--- src/rtl/core_decode_if.sv ---
// Fetch-side and issue-side handshake bundle of the RV32I decode stage.
// The decoded operation flags travel here as individual one-bit signals.
interface core_decode_if #(
   parameter int PC_W = 32
);
   logic            flush;
   logic            in_valid;
   logic            in_ready;
   logic [31:0]     in_inst;
   logic [PC_W-1:0] in_pc;
   logic            out_valid;
   logic            out_ready;
   logic [PC_W-1:0] out_pc;
   logic [4:0]      RS1_ADDR;
   logic [4:0]      RS2_ADDR;
   logic [4:0]      RD_ADDR;
   logic [31:0]     IMM;
   logic I_ADDI, I_SLTI, I_SLTIU, I_XORI, I_ORI, I_ANDI;
   logic I_SLLI, I_SRLI, I_SRAI;
   logic I_ADD, I_SUB, I_SLL, I_SLT, I_SLTU;
   logic I_XOR, I_SRL, I_SRA, I_OR, I_AND;
   logic I_BEQ, I_BNE, I_BLT, I_BGE, I_BLTU, I_BGEU;
   logic I_LB, I_LH, I_LW, I_LBU, I_LHU;
   logic I_SB, I_SH, I_SW;
   logic            out_illegal;

   modport master (
      output flush, in_valid, in_inst, in_pc, out_ready,
      input  in_ready, out_valid, out_pc,
      input  RS1_ADDR, RS2_ADDR, RD_ADDR, IMM, out_illegal,
      input  I_ADDI, I_SLTI, I_SLTIU, I_XORI, I_ORI, I_ANDI,
      input  I_SLLI, I_SRLI, I_SRAI,
      input  I_ADD, I_SUB, I_SLL, I_SLT, I_SLTU,
      input  I_XOR, I_SRL, I_SRA, I_OR, I_AND,
      input  I_BEQ, I_BNE, I_BLT, I_BGE, I_BLTU, I_BGEU,
      input  I_LB, I_LH, I_LW, I_LBU, I_LHU,
      input  I_SB, I_SH, I_SW
   );

   modport slave (
      input  flush, in_valid, in_inst, in_pc, out_ready,
      output in_ready, out_valid, out_pc,
      output RS1_ADDR, RS2_ADDR, RD_ADDR, IMM, out_illegal,
      output I_ADDI, I_SLTI, I_SLTIU, I_XORI, I_ORI, I_ANDI,
      output I_SLLI, I_SRLI, I_SRAI,
      output I_ADD, I_SUB, I_SLL, I_SLT, I_SLTU,
      output I_XOR, I_SRL, I_SRA, I_OR, I_AND,
      output I_BEQ, I_BNE, I_BLT, I_BGE, I_BLTU, I_BGEU,
      output I_LB, I_LH, I_LW, I_LBU, I_LHU,
      output I_SB, I_SH, I_SW
   );
endinterface

--- src/rtl/core_decode.sv ---
// RV32I decode stage: one registered output slot with valid/ready,
// one-hot operation flags, register addresses and immediate.
module core_decode #(
   parameter int PC_W = 32
) (
   input logic         clk,
   input logic         rst_n,
   core_decode_if.slave d
);

   localparam logic [6:0] OP_IMM = 7'b0010011;
   localparam logic [6:0] OP_REG = 7'b0110011;
   localparam logic [6:0] OP_BR  = 7'b1100011;
   localparam logic [6:0] OP_LD  = 7'b0000011;
   localparam logic [6:0] OP_ST  = 7'b0100011;

   logic [6:0]  opc;
   logic [2:0]  f3;
   logic [6:0]  f7;
   logic [31:0] inst;

   // flag bit order: 0-18 ALU, 19-24 branch, 25-29 load, 30-32 store
   logic [32:0] flags_d;
   logic [31:0] imm_d;
   logic [4:0]  rd_d;

   logic            valid_q;
   logic            ill_q;
   logic [32:0]     flags_q;
   logic [31:0]     imm_q;
   logic [PC_W-1:0] pc_q;
   logic [4:0]      rs1_q;
   logic [4:0]      rs2_q;
   logic [4:0]      rd_q;

   logic accept;
   logic pop;

   assign inst = d.in_inst;
   assign opc  = inst[6:0];
   assign f3   = inst[14:12];
   assign f7   = inst[31:25];

   always_comb begin
      flags_d = '0;
      imm_d   = '0;
      rd_d    = inst[11:7];
      unique case (1'b1)
         (opc == OP_IMM): begin
            case (f3)
               3'b000: flags_d[0] = 1'b1;
               3'b010: flags_d[1] = 1'b1;
               3'b011: flags_d[2] = 1'b1;
               3'b100: flags_d[3] = 1'b1;
               3'b110: flags_d[4] = 1'b1;
               3'b111: flags_d[5] = 1'b1;
               3'b001: flags_d[6] = (f7 == 7'h00);
               default: begin
                  flags_d[7] = (f7 == 7'h00);
                  flags_d[8] = (f7 == 7'h20);
               end
            endcase
            if (f3[1:0] == 2'b01)
               imm_d = {27'b0, inst[24:20]};
            else
               imm_d = {{20{inst[31]}}, inst[31:20]};
         end
         (opc == OP_REG): begin
            if (f7 == 7'h00) begin
               case (f3)
                  3'b000: flags_d[9]  = 1'b1;
                  3'b001: flags_d[11] = 1'b1;
                  3'b010: flags_d[12] = 1'b1;
                  3'b011: flags_d[13] = 1'b1;
                  3'b100: flags_d[14] = 1'b1;
                  3'b101: flags_d[15] = 1'b1;
                  3'b110: flags_d[17] = 1'b1;
                  default: flags_d[18] = 1'b1;
               endcase
            end else if (f7 == 7'h20) begin
               flags_d[10] = (f3 == 3'b000);
               flags_d[16] = (f3 == 3'b101);
            end
         end
         (opc == OP_BR): begin
            case (f3)
               3'b000: flags_d[19] = 1'b1;
               3'b001: flags_d[20] = 1'b1;
               3'b100: flags_d[21] = 1'b1;
               3'b101: flags_d[22] = 1'b1;
               3'b110: flags_d[23] = 1'b1;
               3'b111: flags_d[24] = 1'b1;
               default: ;
            endcase
            imm_d = {{20{inst[31]}}, inst[7], inst[30:25],
                     inst[11:8], 1'b0};
            rd_d  = '0;
         end
         (opc == OP_LD): begin
            case (f3)
               3'b000: flags_d[25] = 1'b1;
               3'b001: flags_d[26] = 1'b1;
               3'b010: flags_d[27] = 1'b1;
               3'b100: flags_d[28] = 1'b1;
               3'b101: flags_d[29] = 1'b1;
               default: ;
            endcase
            imm_d = {{20{inst[31]}}, inst[31:20]};
         end
         (opc == OP_ST): begin
            case (f3)
               3'b000: flags_d[30] = 1'b1;
               3'b001: flags_d[31] = 1'b1;
               3'b010: flags_d[32] = 1'b1;
               default: ;
            endcase
            imm_d = {{20{inst[31]}}, inst[31:25], inst[11:7]};
            rd_d  = '0;
         end
         default: ;
      endcase
      // an unrecognised encoding leaves no flag set
      if (flags_d == '0)
         imm_d = '0;
   end

   assign d.in_ready = !valid_q || d.out_ready;
   assign accept     = d.in_valid && d.in_ready;
   assign pop        = valid_q && d.out_ready;

   always_ff @(posedge clk or negedge rst_n) begin
      if (!rst_n) begin
         valid_q <= 1'b0;
         ill_q   <= 1'b0;
         flags_q <= '0;
         imm_q   <= '0;
         pc_q    <= '0;
         rs1_q   <= '0;
         rs2_q   <= '0;
         rd_q    <= '0;
      end else if (d.flush) begin
         valid_q <= 1'b0;
         ill_q   <= 1'b0;
         flags_q <= '0;
      end else if (accept) begin
         valid_q <= 1'b1;
         ill_q   <= (flags_d == '0);
         flags_q <= flags_d;
         imm_q   <= imm_d;
         pc_q    <= d.in_pc;
         rs1_q   <= inst[19:15];
         rs2_q   <= inst[24:20];
         rd_q    <= rd_d;
      end else if (pop) begin
         valid_q <= 1'b0;
         ill_q   <= 1'b0;
         flags_q <= '0;
      end
   end

   assign d.out_valid   = valid_q;
   assign d.out_illegal = ill_q;
   assign d.out_pc      = pc_q;
   assign d.RS1_ADDR    = rs1_q;
   assign d.RS2_ADDR    = rs2_q;
   assign d.RD_ADDR     = rd_q;
   assign d.IMM         = imm_q;

   assign {d.I_SW, d.I_SH, d.I_SB,
           d.I_LHU, d.I_LBU, d.I_LW, d.I_LH, d.I_LB,
           d.I_BGEU, d.I_BLTU, d.I_BGE, d.I_BLT, d.I_BNE, d.I_BEQ,
           d.I_AND, d.I_OR, d.I_SRA, d.I_SRL, d.I_XOR,
           d.I_SLTU, d.I_SLT, d.I_SLL, d.I_SUB, d.I_ADD,
           d.I_SRAI, d.I_SRLI, d.I_SLLI,
           d.I_ANDI, d.I_ORI, d.I_XORI, d.I_SLTIU, d.I_SLTI,
           d.I_ADDI} = flags_q;

endmodule
--- src/flat_wrapper.sv ---
// flat-port wrapper written by rule: the top's interface ports become plain ports
module core_decode_flat 
#(
   parameter int PC_W = 32
)
  (clk, rst_n, d_flush, d_in_valid, d_in_inst, d_in_pc, d_out_ready, d_in_ready, d_out_valid, d_out_pc, d_RS1_ADDR, d_RS2_ADDR, d_RD_ADDR, d_IMM, d_out_illegal, d_I_ADDI, d_I_SLTI, d_I_SLTIU, d_I_XORI, d_I_ORI, d_I_ANDI, d_I_SLLI, d_I_SRLI, d_I_SRAI, d_I_ADD, d_I_SUB, d_I_SLL, d_I_SLT, d_I_SLTU, d_I_XOR, d_I_SRL, d_I_SRA, d_I_OR, d_I_AND, d_I_BEQ, d_I_BNE, d_I_BLT, d_I_BGE, d_I_BLTU, d_I_BGEU, d_I_LB, d_I_LH, d_I_LW, d_I_LBU, d_I_LHU, d_I_SB, d_I_SH, d_I_SW);
  core_decode_if #(.PC_W(PC_W)) d_i ();
  input logic clk;
  input logic rst_n;
  input wire logic [$bits(d_i.flush)-1:0] d_flush;
  input wire logic [$bits(d_i.in_valid)-1:0] d_in_valid;
  input wire logic [$bits(d_i.in_inst)-1:0] d_in_inst;
  input wire logic [$bits(d_i.in_pc)-1:0] d_in_pc;
  input wire logic [$bits(d_i.out_ready)-1:0] d_out_ready;
  output wire logic [$bits(d_i.in_ready)-1:0] d_in_ready;
  output wire logic [$bits(d_i.out_valid)-1:0] d_out_valid;
  output wire logic [$bits(d_i.out_pc)-1:0] d_out_pc;
  output wire logic [$bits(d_i.RS1_ADDR)-1:0] d_RS1_ADDR;
  output wire logic [$bits(d_i.RS2_ADDR)-1:0] d_RS2_ADDR;
  output wire logic [$bits(d_i.RD_ADDR)-1:0] d_RD_ADDR;
  output wire logic [$bits(d_i.IMM)-1:0] d_IMM;
  output wire logic [$bits(d_i.out_illegal)-1:0] d_out_illegal;
  output wire logic [$bits(d_i.I_ADDI)-1:0] d_I_ADDI;
  output wire logic [$bits(d_i.I_SLTI)-1:0] d_I_SLTI;
  output wire logic [$bits(d_i.I_SLTIU)-1:0] d_I_SLTIU;
  output wire logic [$bits(d_i.I_XORI)-1:0] d_I_XORI;
  output wire logic [$bits(d_i.I_ORI)-1:0] d_I_ORI;
  output wire logic [$bits(d_i.I_ANDI)-1:0] d_I_ANDI;
  output wire logic [$bits(d_i.I_SLLI)-1:0] d_I_SLLI;
  output wire logic [$bits(d_i.I_SRLI)-1:0] d_I_SRLI;
  output wire logic [$bits(d_i.I_SRAI)-1:0] d_I_SRAI;
  output wire logic [$bits(d_i.I_ADD)-1:0] d_I_ADD;
  output wire logic [$bits(d_i.I_SUB)-1:0] d_I_SUB;
  output wire logic [$bits(d_i.I_SLL)-1:0] d_I_SLL;
  output wire logic [$bits(d_i.I_SLT)-1:0] d_I_SLT;
  output wire logic [$bits(d_i.I_SLTU)-1:0] d_I_SLTU;
  output wire logic [$bits(d_i.I_XOR)-1:0] d_I_XOR;
  output wire logic [$bits(d_i.I_SRL)-1:0] d_I_SRL;
  output wire logic [$bits(d_i.I_SRA)-1:0] d_I_SRA;
  output wire logic [$bits(d_i.I_OR)-1:0] d_I_OR;
  output wire logic [$bits(d_i.I_AND)-1:0] d_I_AND;
  output wire logic [$bits(d_i.I_BEQ)-1:0] d_I_BEQ;
  output wire logic [$bits(d_i.I_BNE)-1:0] d_I_BNE;
  output wire logic [$bits(d_i.I_BLT)-1:0] d_I_BLT;
  output wire logic [$bits(d_i.I_BGE)-1:0] d_I_BGE;
  output wire logic [$bits(d_i.I_BLTU)-1:0] d_I_BLTU;
  output wire logic [$bits(d_i.I_BGEU)-1:0] d_I_BGEU;
  output wire logic [$bits(d_i.I_LB)-1:0] d_I_LB;
  output wire logic [$bits(d_i.I_LH)-1:0] d_I_LH;
  output wire logic [$bits(d_i.I_LW)-1:0] d_I_LW;
  output wire logic [$bits(d_i.I_LBU)-1:0] d_I_LBU;
  output wire logic [$bits(d_i.I_LHU)-1:0] d_I_LHU;
  output wire logic [$bits(d_i.I_SB)-1:0] d_I_SB;
  output wire logic [$bits(d_i.I_SH)-1:0] d_I_SH;
  output wire logic [$bits(d_i.I_SW)-1:0] d_I_SW;
  assign d_i.flush = d_flush;
  assign d_i.in_valid = d_in_valid;
  assign d_i.in_inst = d_in_inst;
  assign d_i.in_pc = d_in_pc;
  assign d_i.out_ready = d_out_ready;
  assign d_in_ready = d_i.in_ready;
  assign d_out_valid = d_i.out_valid;
  assign d_out_pc = d_i.out_pc;
  assign d_RS1_ADDR = d_i.RS1_ADDR;
  assign d_RS2_ADDR = d_i.RS2_ADDR;
  assign d_RD_ADDR = d_i.RD_ADDR;
  assign d_IMM = d_i.IMM;
  assign d_out_illegal = d_i.out_illegal;
  assign d_I_ADDI = d_i.I_ADDI;
  assign d_I_SLTI = d_i.I_SLTI;
  assign d_I_SLTIU = d_i.I_SLTIU;
  assign d_I_XORI = d_i.I_XORI;
  assign d_I_ORI = d_i.I_ORI;
  assign d_I_ANDI = d_i.I_ANDI;
  assign d_I_SLLI = d_i.I_SLLI;
  assign d_I_SRLI = d_i.I_SRLI;
  assign d_I_SRAI = d_i.I_SRAI;
  assign d_I_ADD = d_i.I_ADD;
  assign d_I_SUB = d_i.I_SUB;
  assign d_I_SLL = d_i.I_SLL;
  assign d_I_SLT = d_i.I_SLT;
  assign d_I_SLTU = d_i.I_SLTU;
  assign d_I_XOR = d_i.I_XOR;
  assign d_I_SRL = d_i.I_SRL;
  assign d_I_SRA = d_i.I_SRA;
  assign d_I_OR = d_i.I_OR;
  assign d_I_AND = d_i.I_AND;
  assign d_I_BEQ = d_i.I_BEQ;
  assign d_I_BNE = d_i.I_BNE;
  assign d_I_BLT = d_i.I_BLT;
  assign d_I_BGE = d_i.I_BGE;
  assign d_I_BLTU = d_i.I_BLTU;
  assign d_I_BGEU = d_i.I_BGEU;
  assign d_I_LB = d_i.I_LB;
  assign d_I_LH = d_i.I_LH;
  assign d_I_LW = d_i.I_LW;
  assign d_I_LBU = d_i.I_LBU;
  assign d_I_LHU = d_i.I_LHU;
  assign d_I_SB = d_i.I_SB;
  assign d_I_SH = d_i.I_SH;
  assign d_I_SW = d_i.I_SW;
  core_decode #(.PC_W(PC_W)) u_core (.clk(clk), .rst_n(rst_n), .d(d_i));
endmodule
--- config.mk ---
export PLATFORM = sky130hd
export DESIGN_NAME = core_decode_flat
export DESIGN_NICKNAME = d
export VERILOG_FILES = /design/src/rtl/core_decode_if.sv /design/src/rtl/core_decode.sv /design/src/flat_wrapper.sv
export SDC_FILE = /design/constraint.sdc
export NUM_CORES = 1
export LEC_CHECK = 0
export CORE_ASPECT_RATIO = 0.6
export CORE_UTILIZATION = 42
export CTS_CLUSTER_SIZE = 28
export DETAILED_ROUTE_END_ITERATION = 16
export GPL_ROUTABILITY_DRIVEN = 0
export GPL_TIMING_DRIVEN = 1
export PLACE_DENSITY_LB_ADDON = 0.1
export SYNTH_ARGS = -nofsm -noshare
export SYNTH_HDL_FRONTEND = slang
export SYNTH_SLANG_ARGS = --single-unit
--- constraint.sdc ---
create_clock -name clk -period 1.7 [get_ports clk]
set_input_delay 0.17 -clock clk [delete_from_list [all_inputs] [get_ports clk]]
set_output_delay 0.17 -clock clk [all_outputs]
set_load 0.005 [all_outputs]
==> impl_metrics.env <==
export IMPL_status="complete, no violations"
export IMPL_crit_arrival_ns=1.92
export IMPL_syn_inst=430
export IMPL_timing_rr_end="u_core.flags_q[31]$_DFFE_PN0P_"
export IMPL_grt_overflow_total=0
export IMPL_crit_start="d_in_inst[27]"
export IMPL_avgSynthCellArea_um2=9.59
export IMPL_drt_first_pass_iters=4
export IMPL_yosys_area_share_xor_xnor_pct=0
export IMPL_r2r_start="u_core.d.out_valid$_DFFE_PN0P_"
export IMPL_cp_end_kind="register"
export IMPL_synthSimpleGateAreaFrac_pct=24.8
export IMPL_track_usage_pct=24.3
export IMPL_async_reset_ff_share_pct=100
export IMPL_synth_ff_type="dfrtp_1"
export IMPL_slew_viol_final=0
export IMPL_grt_start_max_net_pins=96
export IMPL_path_cells="clkdlybuf4s50_1, or4_4, nor4_4, nand4_4, buf_6, o31ai_2"
export IMPL_synth_top_family_by_area="simple AND/OR/NAND/NOR gates"
export IMPL_route_detailed_drc=0
export IMPL_worstSetupPathType="in2reg"
export IMPL_slew_headroom_pct=67.3
export IMPL_p_per_area_mw_per_mm2=849
export IMPL_tritoncts="yes"
export IMPL_synth_compound_area_share_pct=11.1
export IMPL_ys_seq_elements=95
export IMPL_synth_area_mm2=0.00412
export IMPL_period_share_pct=98.1
export IMPL_root_buffer="clkbuf_16"
export IMPL_synth_mux_area_share_pct=0
export IMPL_cts_clk_slew_worst_paths_ns=0.06
export IMPL_core_area_mm2=0.00936
export IMPL_nets=699
export IMPL_io_pin_count=184
export IMPL_pre_cts_slack_ns=-0.338
export IMPL_via_per_inst=4.82
export IMPL_initial_core_util_pct=44.1
export IMPL_place_area_mm2=0.00625
export IMPL_syn2layout_area_growth_pct=60.6
export IMPL_detailed_place_hpwl_mm=8.59
export IMPL_reg2reg_depth=5
export IMPL_reg2reg_slack_ns=0.08
export IMPL_utilization_pct=70.8
export IMPL_grt_pass1_wl_mm=18.8
export IMPL_antenna_found_initial=0
export IMPL_ant_nets=0
export IMPL_hold_viol_final=0
export IMPL_yosysTopAreaCell="dfrtp_1"
export IMPL_clkLatencyLatePin_ns=0.33
export IMPL_grt_pass1_vias=3726
export IMPL_finalSetupTns_ns=0
export IMPL_drive_above_1_share_pct=13.2
export IMPL_cpPeakStageDelay_ns=0.47
export IMPL_routed_wirelength_mm=11.6
export IMPL_irDropWorstVdd_mv=0.609
export IMPL_cts_sinks=95
export IMPL_routedWlPerCell_um=15.1
export IMPL_timing_fmax_mhz=599
export IMPL_post_route_min_period_ns=1.67
export IMPL_drt_iter0_drc=205
export IMPL_antenna_cells=0
export IMPL_netlist_area_leader_share_pct=57.6
export IMPL_synth_edff_count=0
export IMPL_fin_skew_ns=0.00476
export IMPL_hold_path_class="in2reg"
export IMPL_synth_fa_ha_area_share_pct=0
export IMPL_die_y_um=78.8
export IMPL_start_kind="input pin"
export IMPL_final_cell_area_mm2=0.00662
export IMPL_numPortBuffers=183
export IMPL_max_clock_path_buffers=2
export IMPL_holdWs_ns=0.120
export IMPL_cap_violations=0
export IMPL_dieArea_mm2=0.0102
export IMPL_p_leak_nw=3.05
export IMPL_cp_endpoint="u_core.flags_q[11]$_DFFE_PN0P_"
export IMPL_critPathSlowestCell="or4_4"
export IMPL_fp_dieW_um=130
export IMPL_h_tree_depth=3
export IMPL_hold_path_depth=3
export IMPL_min_from="d_in_inst[28]"
export IMPL_crit_required_ns=1.95
export IMPL_setup_ws_ns=0.0315
export IMPL_num_rows=27
export IMPL_crit_fanout=6
export IMPL_synth_nets=499
export IMPL_vias=3690
export IMPL_tightestPinTransition_ns=0.490
export IMPL_setup_viol=0
export IMPL_yosysSeqAreaShare_pct=57.6
export IMPL_cts_made_buffers=9
export IMPL_synthTopCellsByArea="dfrtp_1, nand2_1, buf_4"
export IMPL_yosysWarnings=0
export IMPL_synthDistinctLibCells=45
metal layers:
layer / vias to the layer above / share of wire [%] / global-route usage (%)
met5: - / 0 / 0
met4: 0 / 0.80 / 6.86
met3: 8 / 9.9 / 10.2
met2: 142 / 47 / 37.9
met1: 1735 / 43 / 31.0
li1: 1805 / - / -
critical path: cells and delay by family:
kind | cells | cell delay, ns
AOI/OAI and AO/OA | 1 | 0.17
and+or+nand+nor | 3 | 0.98
buffers and inverters | 2 | 0.60
cell type report:
| class | count | area, µm² |
|---|---|---|
| Timing Repair Buffer | 231 | 2270 |
| Fill cell | 735 | 2740 |
| Inverter | 2 | 7.51 |
| Multi-Input combinational cell | 291 | 1490 |
| Tap cell | 130 | 163 |
| Sequential cell | 95 | 2380 |
| Clock buffer | 10 | 229 |
| Clock inverter | 6 | 85.1 |
logic make-up after synthesis:
| family | after synthesis |
|---|---|
| AND/OR/NAND/NOR | 231 |
| buffers and inverters | 44 |
| flip-flops | 95 |
| AO/OA/AOI/OAI | 60 |
placed cells by master (no fill, tap or decap), drive strengths merged, types with 4 or more instances in the layout:
master and count:
buf 48, a22oi 4, a22o 8, clkdlybuf4s50 178
a32o 6, nand3 13, dfrtp 95, nor2 8
nor3 4, clkbuf 10, o31ai 10, nand2 183
o21ai 22
synth_stat cells, types with 2 or more instances:
| cell | count |
|---|---|
| or2_2 | 2 |
| nand3_1 | 13 |
| a22oi_1 | 4 |
| a22o_1 | 7 |
| clkbuf_1 | 5 |
| a21oi_1 | 3 |
| nand2_1 | 183 |
| buf_2 | 8 |
| buf_4 | 22 |
| nor2b_1 | 3 |
| nand2b_1 | 2 |
| o41ai_2 | 3 |
| dfrtp_1 | 95 |
| inv_1 | 2 |
| buf_1 | 6 |
| nor2_1 | 7 |
| a21o_1 | 2 |
| o31ai_1 | 9 |
| nor3_1 | 3 |
| a32o_1 | 5 |
| o21ai_0 | 22 |
registers in the layout (all words and copies together), names as in the netlist:
name and count:
u_core.d.out_valid 1, u_core.d.out_illegal 1, u_core.d.RS2_ADDR 5, u_core.d.RS1_ADDR 5, u_core.d.IMM 13, u_core.flags_q 33
u_core.d.RD_ADDR 5, u_core.d.out_pc 32
worst min-delay path by stage:
stage	end	slack, ns
3_3_place_gp	u_core.d.out_pc[25]$_DFFE_PN0P_	0.26
3_5_place_dp	u_core.d.RD_ADDR[1]$_DFFE_PN0P_	0.26
6_report	u_core.d.IMM[8]$_DFFE_PN0P_	0.12
2_1_floorplan	u_core.d.IMM[0]$_DFFE_PN0P_	-0.13
5_1_grt	u_core.d.IMM[8]$_DFFE_PN0P_	0.14
4_1_cts	u_core.d.out_pc[27]$_DFFE_PN0P_	0.34
metrics by stage:
stage / cells / total power [mW]
6_report: 765 / 5.62
5_1_grt: 765 / 5.90
4_1_cts: 761 / 5.71
3_5_place_dp: 744 / 3.56
3_3_place_gp: 744 / 3.54
2_1_floorplan: 430 / 2.84
timing repair:
action | in CTS | in global routing
endpoints found under the setup margin | 1 | 4
pin swaps | 0 | 4
hold endpoints to repair | 95 | 0
hold buffers | 1 | 0
setup buffers | 0 | 4
resized for setup | 2 | 8
report_power, final:
group | switching, mW | internal (mW)
sequential | 0.0928 | 2.43
clock | 0.822 | 1.28
combinational | 0.405 | 0.591
total | 1.32 | 4.30
No activity file was read; power rests on OpenSTA's default activity.
